--- src/rtl/multi_player_hp_ctrl.sv ---
// -----------------------------------------------------------------------------
// multi_player_hp_ctrl
//   Health / game-over controller for the tile-dodge game family. Keeps one HP
//   register and one ALIVE/INVULN/DEAD state machine per player, all advanced
//   on the 2 Hz game tick. A global RUN/OVER machine raises lose once every
//   player is dead.
//
// Ports
//   clk_2hz  in   game tick clock
//   rst      in   asynchronous, active-high reset
//   hit      in   [NUM_PLAYERS]      per-player collision level
//   heal     in   [NUM_PLAYERS]      per-player bonus-match level
//   revive   in   synchronous global restart request
//   hp       out  [NUM_PLAYERS*HP_BITS] packed HP, player i at [i*HP_BITS +: HP_BITS]
//   alive    out  [NUM_PLAYERS]      player not DEAD
//   invuln   out  [NUM_PLAYERS]      player in INVULN
//   dmg_evt  out  [NUM_PLAYERS]      one-tick pulse when a hit lowered HP
//   lose     out  global state is OVER
// -----------------------------------------------------------------------------
module multi_player_hp_ctrl #(
    parameter int NUM_PLAYERS = 2,
    parameter int HP_BITS     = 5,
    parameter int MODE        = 0,
    parameter int IFRAMES     = 2
) (
    input  logic                           clk_2hz,
    input  logic                           rst,
    input  logic [NUM_PLAYERS-1:0]         hit,
    input  logic [NUM_PLAYERS-1:0]         heal,
    input  logic                           revive,
    output logic [NUM_PLAYERS*HP_BITS-1:0] hp,
    output logic [NUM_PLAYERS-1:0]         alive,
    output logic [NUM_PLAYERS-1:0]         invuln,
    output logic [NUM_PLAYERS-1:0]         dmg_evt,
    output logic                           lose
);

    typedef enum logic [1:0] {P_ALIVE, P_INVULN, P_DEAD} pstate_t;
    typedef enum logic       {G_RUN, G_OVER}             gstate_t;

    localparam logic [HP_BITS-1:0] FULL = '1;
    localparam logic [3:0]         IFR  = 4'(IFRAMES);

    // Heal: computed one bit wider so any carry out of the top saturates to FULL.
    function automatic logic [HP_BITS-1:0] hp_heal(input logic [HP_BITS-1:0] h);
        logic [HP_BITS:0] w;
        if (MODE == 0) w = {h, 1'b1};
        else           w = {1'b0, h} + (HP_BITS+1)'(1);
        return w[HP_BITS] ? FULL : w[HP_BITS-1:0];
    endfunction

    // Hit: thermometer halves, binary decrements with a floor at zero.
    function automatic logic [HP_BITS-1:0] hp_hit(input logic [HP_BITS-1:0] h);
        if (MODE == 0)         return h >> 1;
        else if (h == '0)      return '0;
        else                   return h - HP_BITS'(1);
    endfunction

    pstate_t            ps_q  [NUM_PLAYERS];
    pstate_t            ps_d  [NUM_PLAYERS];
    logic [3:0]         cnt_q [NUM_PLAYERS];
    logic [3:0]         cnt_d [NUM_PLAYERS];
    logic [HP_BITS-1:0] hp_d  [NUM_PLAYERS];
    logic [NUM_PLAYERS-1:0] dmg_d;
    gstate_t            gs_q, gs_d;
    logic               all_dead;

    always_comb begin
        all_dead = 1'b1;
        dmg_d    = '0;
        for (int i = 0; i < NUM_PLAYERS; i++) begin
            logic [HP_BITS-1:0] cur, nh;
            cur      = hp[i*HP_BITS +: HP_BITS];
            nh       = '0;
            ps_d[i]  = ps_q[i];
            cnt_d[i] = cnt_q[i];
            hp_d[i]  = cur;
            if (revive) begin
                ps_d[i]  = P_ALIVE;
                cnt_d[i] = '0;
                hp_d[i]  = FULL;
            end else if (gs_q == G_OVER || ps_q[i] == P_DEAD) begin
                // frozen: game over or player already dead
            end else begin
                // The invulnerability window runs on time alone; heal does not touch it.
                if (ps_q[i] == P_INVULN) begin
                    if (cnt_q[i] <= 4'd1) begin
                        ps_d[i]  = P_ALIVE;
                        cnt_d[i] = '0;
                    end else begin
                        cnt_d[i] = cnt_q[i] - 4'd1;
                    end
                end
                if (heal[i]) begin
                    hp_d[i] = hp_heal(cur);
                end else if (hit[i] && ps_q[i] == P_ALIVE) begin
                    nh       = hp_hit(cur);
                    hp_d[i]  = nh;
                    dmg_d[i] = 1'b1;
                    if (nh == '0) begin
                        ps_d[i]  = P_DEAD;
                        cnt_d[i] = '0;
                    end else if (IFR != 4'd0) begin
                        ps_d[i]  = P_INVULN;
                        cnt_d[i] = IFR;
                    end
                end
            end
            if (ps_d[i] != P_DEAD) all_dead = 1'b0;
        end

        // OVER is entered on the same edge the last living player dies.
        if (revive)                          gs_d = G_RUN;
        else if (gs_q == G_OVER || all_dead) gs_d = G_OVER;
        else                                 gs_d = G_RUN;
    end

    always_ff @(posedge clk_2hz or posedge rst) begin
        if (rst) begin
            for (int i = 0; i < NUM_PLAYERS; i++) begin
                ps_q[i]                  <= P_ALIVE;
                cnt_q[i]                 <= '0;
                hp[i*HP_BITS +: HP_BITS] <= FULL;
            end
            gs_q    <= G_RUN;
            alive   <= '1;
            invuln  <= '0;
            dmg_evt <= '0;
            lose    <= 1'b0;
        end else begin
            for (int i = 0; i < NUM_PLAYERS; i++) begin
                ps_q[i]                  <= ps_d[i];
                cnt_q[i]                 <= cnt_d[i];
                hp[i*HP_BITS +: HP_BITS] <= hp_d[i];
                alive[i]                 <= (ps_d[i] != P_DEAD);
                invuln[i]                <= (ps_d[i] == P_INVULN);
            end
            gs_q    <= gs_d;
            dmg_evt <= dmg_d;
            lose    <= (gs_d == G_OVER);
        end
    end

endmodule
--- config.mk ---
export PLATFORM = sky130hd
export DESIGN_NAME = multi_player_hp_ctrl
export DESIGN_NICKNAME = d
export VERILOG_FILES = /design/src/rtl/multi_player_hp_ctrl.sv
export SDC_FILE = /design/constraint.sdc
export NUM_CORES = 1
export LEC_CHECK = 0
export CORE_MARGIN = 3
export CORE_UTILIZATION = 40
export CTS_BUF_LIST = sky130_fd_sc_hd__clkbuf_4 sky130_fd_sc_hd__clkbuf_8
export DETAILED_ROUTE_END_ITERATION = 7
export PLACE_DENSITY_LB_ADDON = 0.12
export RECOVER_POWER = 100
export SLEW_MARGIN = 5
export SYNTH_ARGS = -nofsm -noshare
export SYNTH_HDL_FRONTEND = slang
export SYNTH_SLANG_ARGS = --single-unit
--- constraint.sdc ---
create_clock -name clk_2hz -period 1.76 [get_ports clk_2hz]
set_input_delay 0.528 -clock clk_2hz [delete_from_list [all_inputs] [get_ports clk_2hz]]
set_output_delay 0.528 -clock clk_2hz [all_outputs]
set_load 0.05 [all_outputs]
# == Word level (Yosys, flattened, before mapping) ==
# Index checks and enable logic that the tools add are counted.
# Widths: inputs -> output; s select.
# op_classes
add_sub_neg,2
n_lt_le_gt_ge,2
eq_ne,10
muxes,64
reduce_logical,13
# ops
op,count
$mux 5,18
$mux 4,12
$mux 6,6
$mux 2,16
$mux 1,12
$logic_not 5->1,2
$eq 2x1->1 const B,4
$le 4x1->1 const B,2
$ne 2x2->1 const B,4
$sub 4x1->4 const B,2
$reduce_bool 3->1,2
$eq 2x2->1 const B,2
$logic_not 2->1,2
$reduce_and 2->1,2
$logic_or 1x1->1,3
$logic_and 1x1->1,2
# word_totals
register_bits,29
inputBits,7
out_inout_bits,17
elab_cells,101

# == Logic depth before layout (Yosys ltp) ==
# Gate-level depths: netlist (run 1).
# logic_depth
depth_word,18
mapped_depth,6
depth_no_buf,6

# == Worst setup path before layout (run 1) ==
# Ideal clock, no wire load.
# synth_path
kind,flip-flop to flip-flop
from,register gs_q
to,register invuln[1]
setup_time_ns,0.065
arrival_ns,1.732
required_time_ns,1.695
slack_ns,-0.037
path_stages_with_launch,6
n_path_buf,1
synth_period_minus_slack_ns,1.797
path_cell_list,dfrtp_1 buf_6 or2_4 or4_4 a21oi_2 and2b_1
# synth_rtl
item,line,source
start: declaration,65,"gstate_t gs_q, gs_d;"
start signal: assignment,138,gs_q <= gs_d;
end signal: indexed assignment,136,invuln[i] <= (ps_d[i] == P_INVULN);
end: declaration,33,"output logic [NUM_PLAYERS-1:0] invuln,"

# == Worst setup path in the final report (run 1) ==
# layout_path
from,register cnt_q[5] in the netlist's numbering
to,register invuln[0]
# layout_via
elab_chain_len,8
# layout_rtl
item,line,source
start: declaration,61,logic [3:0] cnt_q [NUM_PLAYERS];
start signal: indexed assignment,133,cnt_q[i] <= cnt_d[i];
$le 4x1->1 (*),87,if (cnt_q[i] <= 4'd1) begin
$mux 2 (*),87,
$mux 2 (*),86,if (ps_q[i] == P_INVULN) begin
$mux 2,96,end else if (hit[i] && ps_q[i] == P_ALIVE) begin
$mux 2 (*),94,if (heal[i]) begin
$mux 2 (*),82,end else if (gs_q == G_OVER || ps_q[i] == P_DEAD) begin
$mux 2 (*),78,if (revive) begin
$eq 2x1->1 (*),136,
# Every way passes the cells marked *; elsewhere a longest branch is shown, timed or not.
# A chain may end at the register's enable or synchronous reset.

==> metrics list, run 1 <==
- Result of the run: finished, final reports clean
- In the synthesized netlist the dominant register cell turns out to be sky130_fd_sc_hd__dfrtp_1.
* Fraction of final layout cells sized beyond drive strength 1: 0.369
- Setup violations remaining at the end of the flow were counted as 0.
* DRT iter0 DRCs: between 100 and 150
- Area after detailed placement: 2230 um2
* Pin count of the biggest net entering global routing: 30
* Total power per unit cell area: 766 nW/um2
- The clock passes through at most 2 buffers.
- Dividing the final minimum period by the clock period gives 0.972.
- Maximum cell stage delay along the critical path: 0.38 ns
* Via count of the routed design: 1,462
* Die span in y: 70.2 um
* Number of cell rows: 22
- Total congestion overflow after global routing: 0
* Unrepaired setup endpoints after global routing: true
- Detail-routed net length per standard cell: 15.2 um
- Net count reported at finish: ~220
- The number of placed instances, taps included, is 254.
- Clock Pin Slew Worst Setup and Hold Paths: 0.07 ns
- After clock tree synthesis, the setup repair step added 0 buffers.
- The clock net in this run drives a total of 29 sinks.
- Detailed placement finished with a half-perimeter wire length of ~2900 um.
* TritonCTS clock tree: done
- For the final database, setup skew stands at 0.00476 ns.
* # port buffers: 23
- Async set-or-reset flop fraction in the synthesized netlist: 1.00
- Average footprint of a synthesized cell: 9.93 um2
* Pins Over Slew Limit: 0
- Final instance count without filler cells: 262
- Part of the Yosys area used for sequential elements: 0.450
- Final Worst Setup Slack: around 0.05 ns
- Final Hold Vio Count: 0
- Based on the critical path, the design can be clocked at up to approximately 580 MHz.
- 0 antenna diodes ended up in the layout.
- The slowest stage of the critical path belongs to the cell sky130_fd_sc_hd__dfrtp_1.
- The routed design has 3980 um of wire.
* Flops & latches, synth: 29
- Global-route wire length before repair: about 6800 um
- Endpoint type of the worst setup path: flip-flop
- Design Area, Final: 2340 um2
- Synth area leader: sky130_fd_sc_hd__dfrtp_1
* Final min period: 1.71 ns
* Critical path class: flip-flop to flip-flop
- For this design the static power due to leakage is 1.03 nW.
- Setup crit start kind: flip-flop
* Number of nets with antenna violations after detailed routing: 0
- Number of antenna violations at the first check in global routing: 0
- Routability-driven placement finished with a final weighted congestion of slightly below 0.9.
- Buffer cell driving the clock tree root: sky130_fd_sc_hd__clkbuf_8
- Post-synth design cell area: 1650 um2
- Top cells by area, synth: sky130_fd_sc_hd__dfrtp_1, sky130_fd_sc_hd__dfstp_2, sky130_fd_sc_hd__mux2_2
- Number of design rule violations left after detail routing: 0
- Yosys mapped the design onto 47 distinct sky130hd cell types.
* Post-synth top area share: 0.258
- 24 I/O pins were placed.
- Gate family responsible for the most delay along the worst path: simple AND/OR/NAND/NOR gates
- Total of warnings raised by yosys: 0
* Insertion delay to the later sink of the worst-skew pair: 0.28 ns
- First-pass DRT Iterations: 4
* Relative slew slack: 0.528
- Data on the critical path arrives at its endpoint at 1.88 ns.
- Compared with the post-synthesis result, the final layout area differs by 41.8%.
* Measured slew at the worst slew-check pin: 0.708 ns
* Overall die area: 4930 um2
- The number of clock buffers added by TritonCTS is 5.
- The total area inside the core boundary comes to 3830 um2.
* Crit path cell chain: inv_1 -> ha_1 -> nor2_1 -> nand3b_1 -> a21oi_1 -> buf_4 -> nor3b_1
- Counting flops with a built-in enable in the synthesized netlist gives 0.
- Highest net fanout along the worst path: 5
* Number of global-route vias before repair: 1,464
* Instance count of the mapped netlist: 166
- Setup total negative slack on the finished layout was measured at 0 ns.
- VDD sags by at most 0.525 mV.
* Depth of the CTS H-tree: 2
- Required time at the endpoint of the critical path: 1.93 ns
- Cell with the most instances after synthesis: sky130_fd_sc_hd__dfrtp_1
- Kind of path behind the tightest hold check: flip-flop to flip-flop
- Initial Utilization: 0.431
- The critical path contains buffers and inverters numbering 2 combined.
- Width of the chip: 70.2 um
- Dividing the detail-routed via count by the number of cells gives 5.58.
- Global-route total usage across every layer: 0.174
* Synthesized net count: roughly 180
- The commonest cells after synthesis are sky130_fd_sc_hd__dfrtp_1, sky130_fd_sc_hd__dfstp_2, sky130_fd_sc_hd__nor2_1.
* Placement Setup Slack: -0.282 ns
- The tool flagged a number of max-cap violations equal to 0.
-- per-stage QoR --
stage | power [W] | util | hold WS [ns]
6_report | 0.00179 | 0.611 | 0.541
5_1_grt | 0.00190 | 0.611 | 0.553
4_1_cts | 0.00182 | 0.611 | 0.533
3_5_place_dp | 0.00118 | 0.584 | 0.522
3_3_place_gp | 0.00117 | 0.584 | 0.505
2_1_floorplan | 0.00101 | - | 0.476
-- cell type report --
class	count	area, um2
clock buffers	7	96.3
clock inverters	1	5.00
fillers	311	1490
inverters	10	37.5
multi-input cells	121	861
flip-flops and latches	29	742
well taps	48	60.1
repair buffers	46	536
-- state kept, by name, indices dropped and copies added, names as in the netlist --
name,cells
hp,10
cnt_q,8
ps_q,4
alive,2
dmg_evt,2
invuln,2
gs_q,1
-- logic make-up (layout without fill, tap and decap cells) --
logic type,after synthesis,in the layout,share of synthesized area
simple gates,65,65,0.235
compound gates,45,45,0.194
flops,29,29,0.450
buf+inv,16,64,0.0440
mux,7,7,0.0471
fa+ha+maj,4,4,0.0304
-- power breakdown --
group | switching [W] | total [W] | internal (W)
registers | 0.0000557 | 0.000774 | 0.000719
logic | 0.000215 | 0.000396 | 0.000181
clock network | 0.000267 | 0.000620 | 0.000353
total | 0.000538 | 0.00179 | 0.00125
-- path summary, 6_finish.rpt --
kind	start	cells past startpoint	slack, ns	end
worst max register to register	cnt_q[5]$_DFFE_PP0P_	7	0.05	invuln[0]$_DFF_PP0_
worst max-delay path	cnt_q[5]$_DFFE_PP0P_	7	0.05	invuln[0]$_DFF_PP0_
worst min register to register	cnt_q[7]$_DFFE_PP0P_	1	0.54	cnt_q[7]$_DFFE_PP0P_
worst min-delay path	cnt_q[7]$_DFFE_PP0P_	1	0.54	cnt_q[7]$_DFFE_PP0P_
min in group asynchronous	rst	3	0.87	cnt_q[2]$_DFFE_PP0P_
max in group asynchronous	rst	3	0.40	gs_q$_DFF_PP0_
-- cell usage in the layout, fill, tap and decap left out, types with 3 or more instances in the layout --
cell | netlist | layout
sky130_fd_sc_hd__a21oi_1 | 8 | 7
sky130_fd_sc_hd__dlymetal6s2s_1 | 0 | 3
sky130_fd_sc_hd__o21ai_1 | 0 | 3
sky130_fd_sc_hd__buf_12 | 0 | 14
sky130_fd_sc_hd__nand2_1 | 6 | 6
sky130_fd_sc_hd__clkbuf_2 | 0 | 4
sky130_fd_sc_hd__nand3_1 | 6 | 6
sky130_fd_sc_hd__clkbuf_8 | 0 | 7
sky130_fd_sc_hd__dfrtp_1 | 17 | 16
sky130_fd_sc_hd__ha_1 | 4 | 4
sky130_fd_sc_hd__or3_1 | 3 | 3
sky130_fd_sc_hd__a41oi_1 | 4 | 4
sky130_fd_sc_hd__nand2b_1 | 8 | 8
sky130_fd_sc_hd__nor2b_1 | 4 | 4
sky130_fd_sc_hd__nor4_1 | 5 | 4
sky130_fd_sc_hd__a31oi_1 | 3 | 3
sky130_fd_sc_hd__nor2_1 | 11 | 11
sky130_fd_sc_hd__a211oi_1 | 3 | 3
sky130_fd_sc_hd__o21ai_0 | 10 | 7
sky130_fd_sc_hd__and2_1 | 5 | 4
sky130_fd_sc_hd__nor3_1 | 3 | 3
sky130_fd_sc_hd__dfstp_2 | 12 | 12
sky130_fd_sc_hd__inv_1 | 10 | 10
sky130_fd_sc_hd__clkdlybuf4s50_1 | 0 | 3
sky130_fd_sc_hd__buf_4 | 1 | 21
sky130_fd_sc_hd__mux2_2 | 6 | 6
-- repair_timing --
action	in CTS	in global routing
resized for setup	0	11
hold buffers	0	0
endpoints found under the setup margin	0	9
endpoints found under the hold margin	0	0
-- metal layers --
layer  vias up  wire length (um)  GRT usage
met5         -                 0          0
met4         0                81     0.0787
met3         7               209     0.0576
met2        49              1970      0.292
met1       695              1720      0.201
li1        711                 -          -
Power figures use the tool's default switching activity.
==> run 2: changes to the inputs <==
- CAP_MARGIN: default -> 20
- HOLD_SLACK_MARGIN: default -> 0.02
==> results of run 2 <==
The final DEF is identical to that of run 1; final timing and power are the same.
==> run 3: changes to the inputs <==
- CORE_MARGIN: 3 -> 2
- SETUP_SLACK_MARGIN: default -> 0.3
==> metrics list, run 3 (synthesized netlist as in run 1, its figures left out) <==
- After detailed routing, the number of remaining DRC violations is 0.
* Final instance count without filler cells: 296
* Core area: roughly 4000 um2
- hp holds more flip-flops than any other register.
- Endpoint type of the worst setup path: output port
- Leading cell types in the layout, fill and taps excluded: sky130_fd_sc_hd__buf_4, sky130_fd_sc_hd__dfrtp_1, sky130_fd_sc_hd__buf_12
* Number of vias per cell after detailed routing: 5.67
- No sink is reached through more buffers than the 2 on the longest clock path.
- For this configuration, the core starts out at a cell density of 0.415.
- The kind of cell with the highest combined delay along the critical path is flip-flops.
- The number of max-slew violations in the final report came to 0.
- Buffer cell driving the clock tree root: sky130_fd_sc_hd__clkbuf_8
- Counting tap cells, the placed design contains a total of 252 instances.
* Required time at the endpoint of the critical path: 1.23 ns
- The die is 68.2 um tall.
- Insertion delay to the later sink of the worst-skew pair: 0.29 ns
* Hold slack: roughly 0.55 ns
- Pin count of the biggest net entering global routing: 30
- Static leakage power: 1.20 nW
- Number of cell rows: 23
- In this run the horizontal extent of the chip is between 60 and 70 um.
* I/O pin cnt: 24
- Critical path data arrival time: between 1 and 1.5 ns
- Counting I/O delays and the setup requirement, the final critical path takes 1.65 ns.
* Regs by FF count: hp x10, cnt_q x8, ps_q x4
- The net count of the finished layout is 256.
* Global placer's final weighted congestion: 0.862
- Area growth from synthesis to layout: 68.1%
- Via count of the routed design: 1,678
* Total detailed-routing wirelength: 5420 um
- At the pin with the least slew margin, the transition time is 0.735 ns.
* Global-route wire length before repair: 7560 um
- # setup viols final: 0
- After global routing the overflow that remains totals 0.
- Headroom to the max-slew limit came out at 0.510.
- Upper clock frequency limit: 607 MHz
* Number of global-route vias before repair: 1,595
* Depth of the CTS H-tree: 2
- The number of antenna violations at the first check in global routing came to 0.
- The hold violation total from the final report was 0.
- Flip-flop count of the largest register after layout: 10
* Slowest cell on crit path: sky130_fd_sc_hd__dfstp_1
* Clock Pin Slew Worst Setup and Hold Paths: 0.07 ns
- Skew final: 0.00331 ns
- The number of clock buffers added by TritonCTS is 5.
- The worst setup path is of the flip-flop to output port kind.
* Result of the run: finished, final reports clean
* Setup crit start kind: flip-flop
- Once placement finished, the instance area stood at 2230 um2.
- Final period util: 0.936
- The detail route stage leaves a number of antenna-violating nets equal to 0.
* Crit path buffers/inverters: 1
- Hold repair after CTS inserted 0 buffers.
- Leading cell type in the layout, fill and taps excluded: sky130_fd_sc_hd__buf_4
- Antenna diode instance count: 0
- Crit path cell chain: buf_12
- Setup repair after global routing could not meet its margin everywhere.
* Maximum cell stage delay along the critical path: 0.66 ns
- Detail-routed net length per standard cell: 18.3 um
- The floorplan step defined a die boundary enclosing 4650 um2.
- For this run, the detailed router's first-pass iteration total came to 4.
- The worst hold path belongs to the class flip-flop to flip-flop.
* TritonCTS Sinks: 29
* Total power per unit cell area: 683 nW/um2
- The finished cells cover 2770 um2.
- Fraction of final layout cells sized beyond drive strength 1: 0.533
- Global-route total usage across every layer: 0.223
- Peak supply drop: approximately 0.57 mV
* Half-perimeter wire length after detailed placement: 2920 um
* Highest net fanout along the worst path: 5
- Max-cap violation count: 0
- TritonCTS clock tree: done
- # port buffers: 23
* DRT iter0 DRCs: 83
-- run 3: cell types whose count changed in the layout (fill, tap and decap cells not counted), sizes merged --
cell           delta
inv               -1
clkinv            +1
dlymetal6s2s      -2
clkdlybuf4s50     -3
dlygate4sd2       +3
clkinvlp          +1
clkbuf            +7
buf              +26
-- run 3: layout make-up --
cell class	count	area [um2]
clock inverters	2	10.0
repair buffers	78	742
multi-input cells	121	1090
well taps	50	62.6
fillers	296	1200
inverters	10	41.3
clock buffers	6	76.3
flip-flops and latches	29	744
-- run 3: what timing repair did --
action                     4_1_cts  5_1_grt
pin swaps                       10       20
gates resized for setup         40       40
setup endpoints to repair       39       34
buffers inserted                22       13
cloned                           0        1
-- run 3: routing by layer --
layer / up-vias / GRT usage / share of wire
li1: 774 / - / -
met4: 0 / 0.0725 / 0.020
met2: 47 / 0.388 / 0.54
met3: 15 / 0.0658 / 0.042
met1: 842 / 0.262 / 0.40
met5: - / 0 / 0
-- run 3: path summary, 6_finish.rpt --
kind / endpoint / start / slack, ns / cells after the start
max in group asynchronous: ps_q[1]$_DFF_PP0_ / rst / 0.36 / 3
hold / removal: cnt_q[7]$_DFFE_PP0P_ / cnt_q[7]$_DFFE_PP0P_ / 0.55 / 1
hold reg to reg: cnt_q[7]$_DFFE_PP0P_ / cnt_q[7]$_DFFE_PP0P_ / 0.55 / 1
setup / recovery: hp[1] / hp[1]$_DFFE_PP1P_ / 0.11 / 1
setup reg to reg: cnt_q[1]$_DFFE_PP0P_ / cnt_q[1]$_DFFE_PP0P_ / 0.14 / 6
min in group asynchronous: cnt_q[5]$_DFFE_PP0P_ / rst / 0.88 / 3
-- run 3: stage by stage --
| stage | total power (W) | util | TNS, ns | worst slack [ns] |
|---|---|---|---|---|
| after floorplan | 0.00102 | - | 0 | 0.0678 |
| after global placement | 0.00116 | 0.561 | -3.98 | -0.286 |
| after detailed placement | 0.00118 | 0.561 | -4.89 | -0.340 |
| after CTS | 0.00181 | 0.658 | 0 | 0.188 |
| after global routing | 0.00199 | 0.698 | 0 | 0.0741 |
| final | 0.00189 | 0.698 | 0 | 0.112 |
-- run 3: power breakdown --
group / leakage, nW / switching, W / internal [W]
sequential: 0.339 / 0.0000605 / 0.000715
clock: 0.0484 / 0.000279 / 0.000289
combinational: 0.813 / 0.000286 / 0.000262
total: 1.20 / 0.000625 / 0.00127
-- run 3: worst register-to-register path: cells and delay by family (launching register included) --
family,cells,cell delay (ns)
AO/OA/AOI/OAI,2,0.41
adder cells (fa/ha/maj),1,0.17
flip-flops,1,0.39
buffers and inverters,1,0.13
AND/OR/NAND/NOR,2,0.41
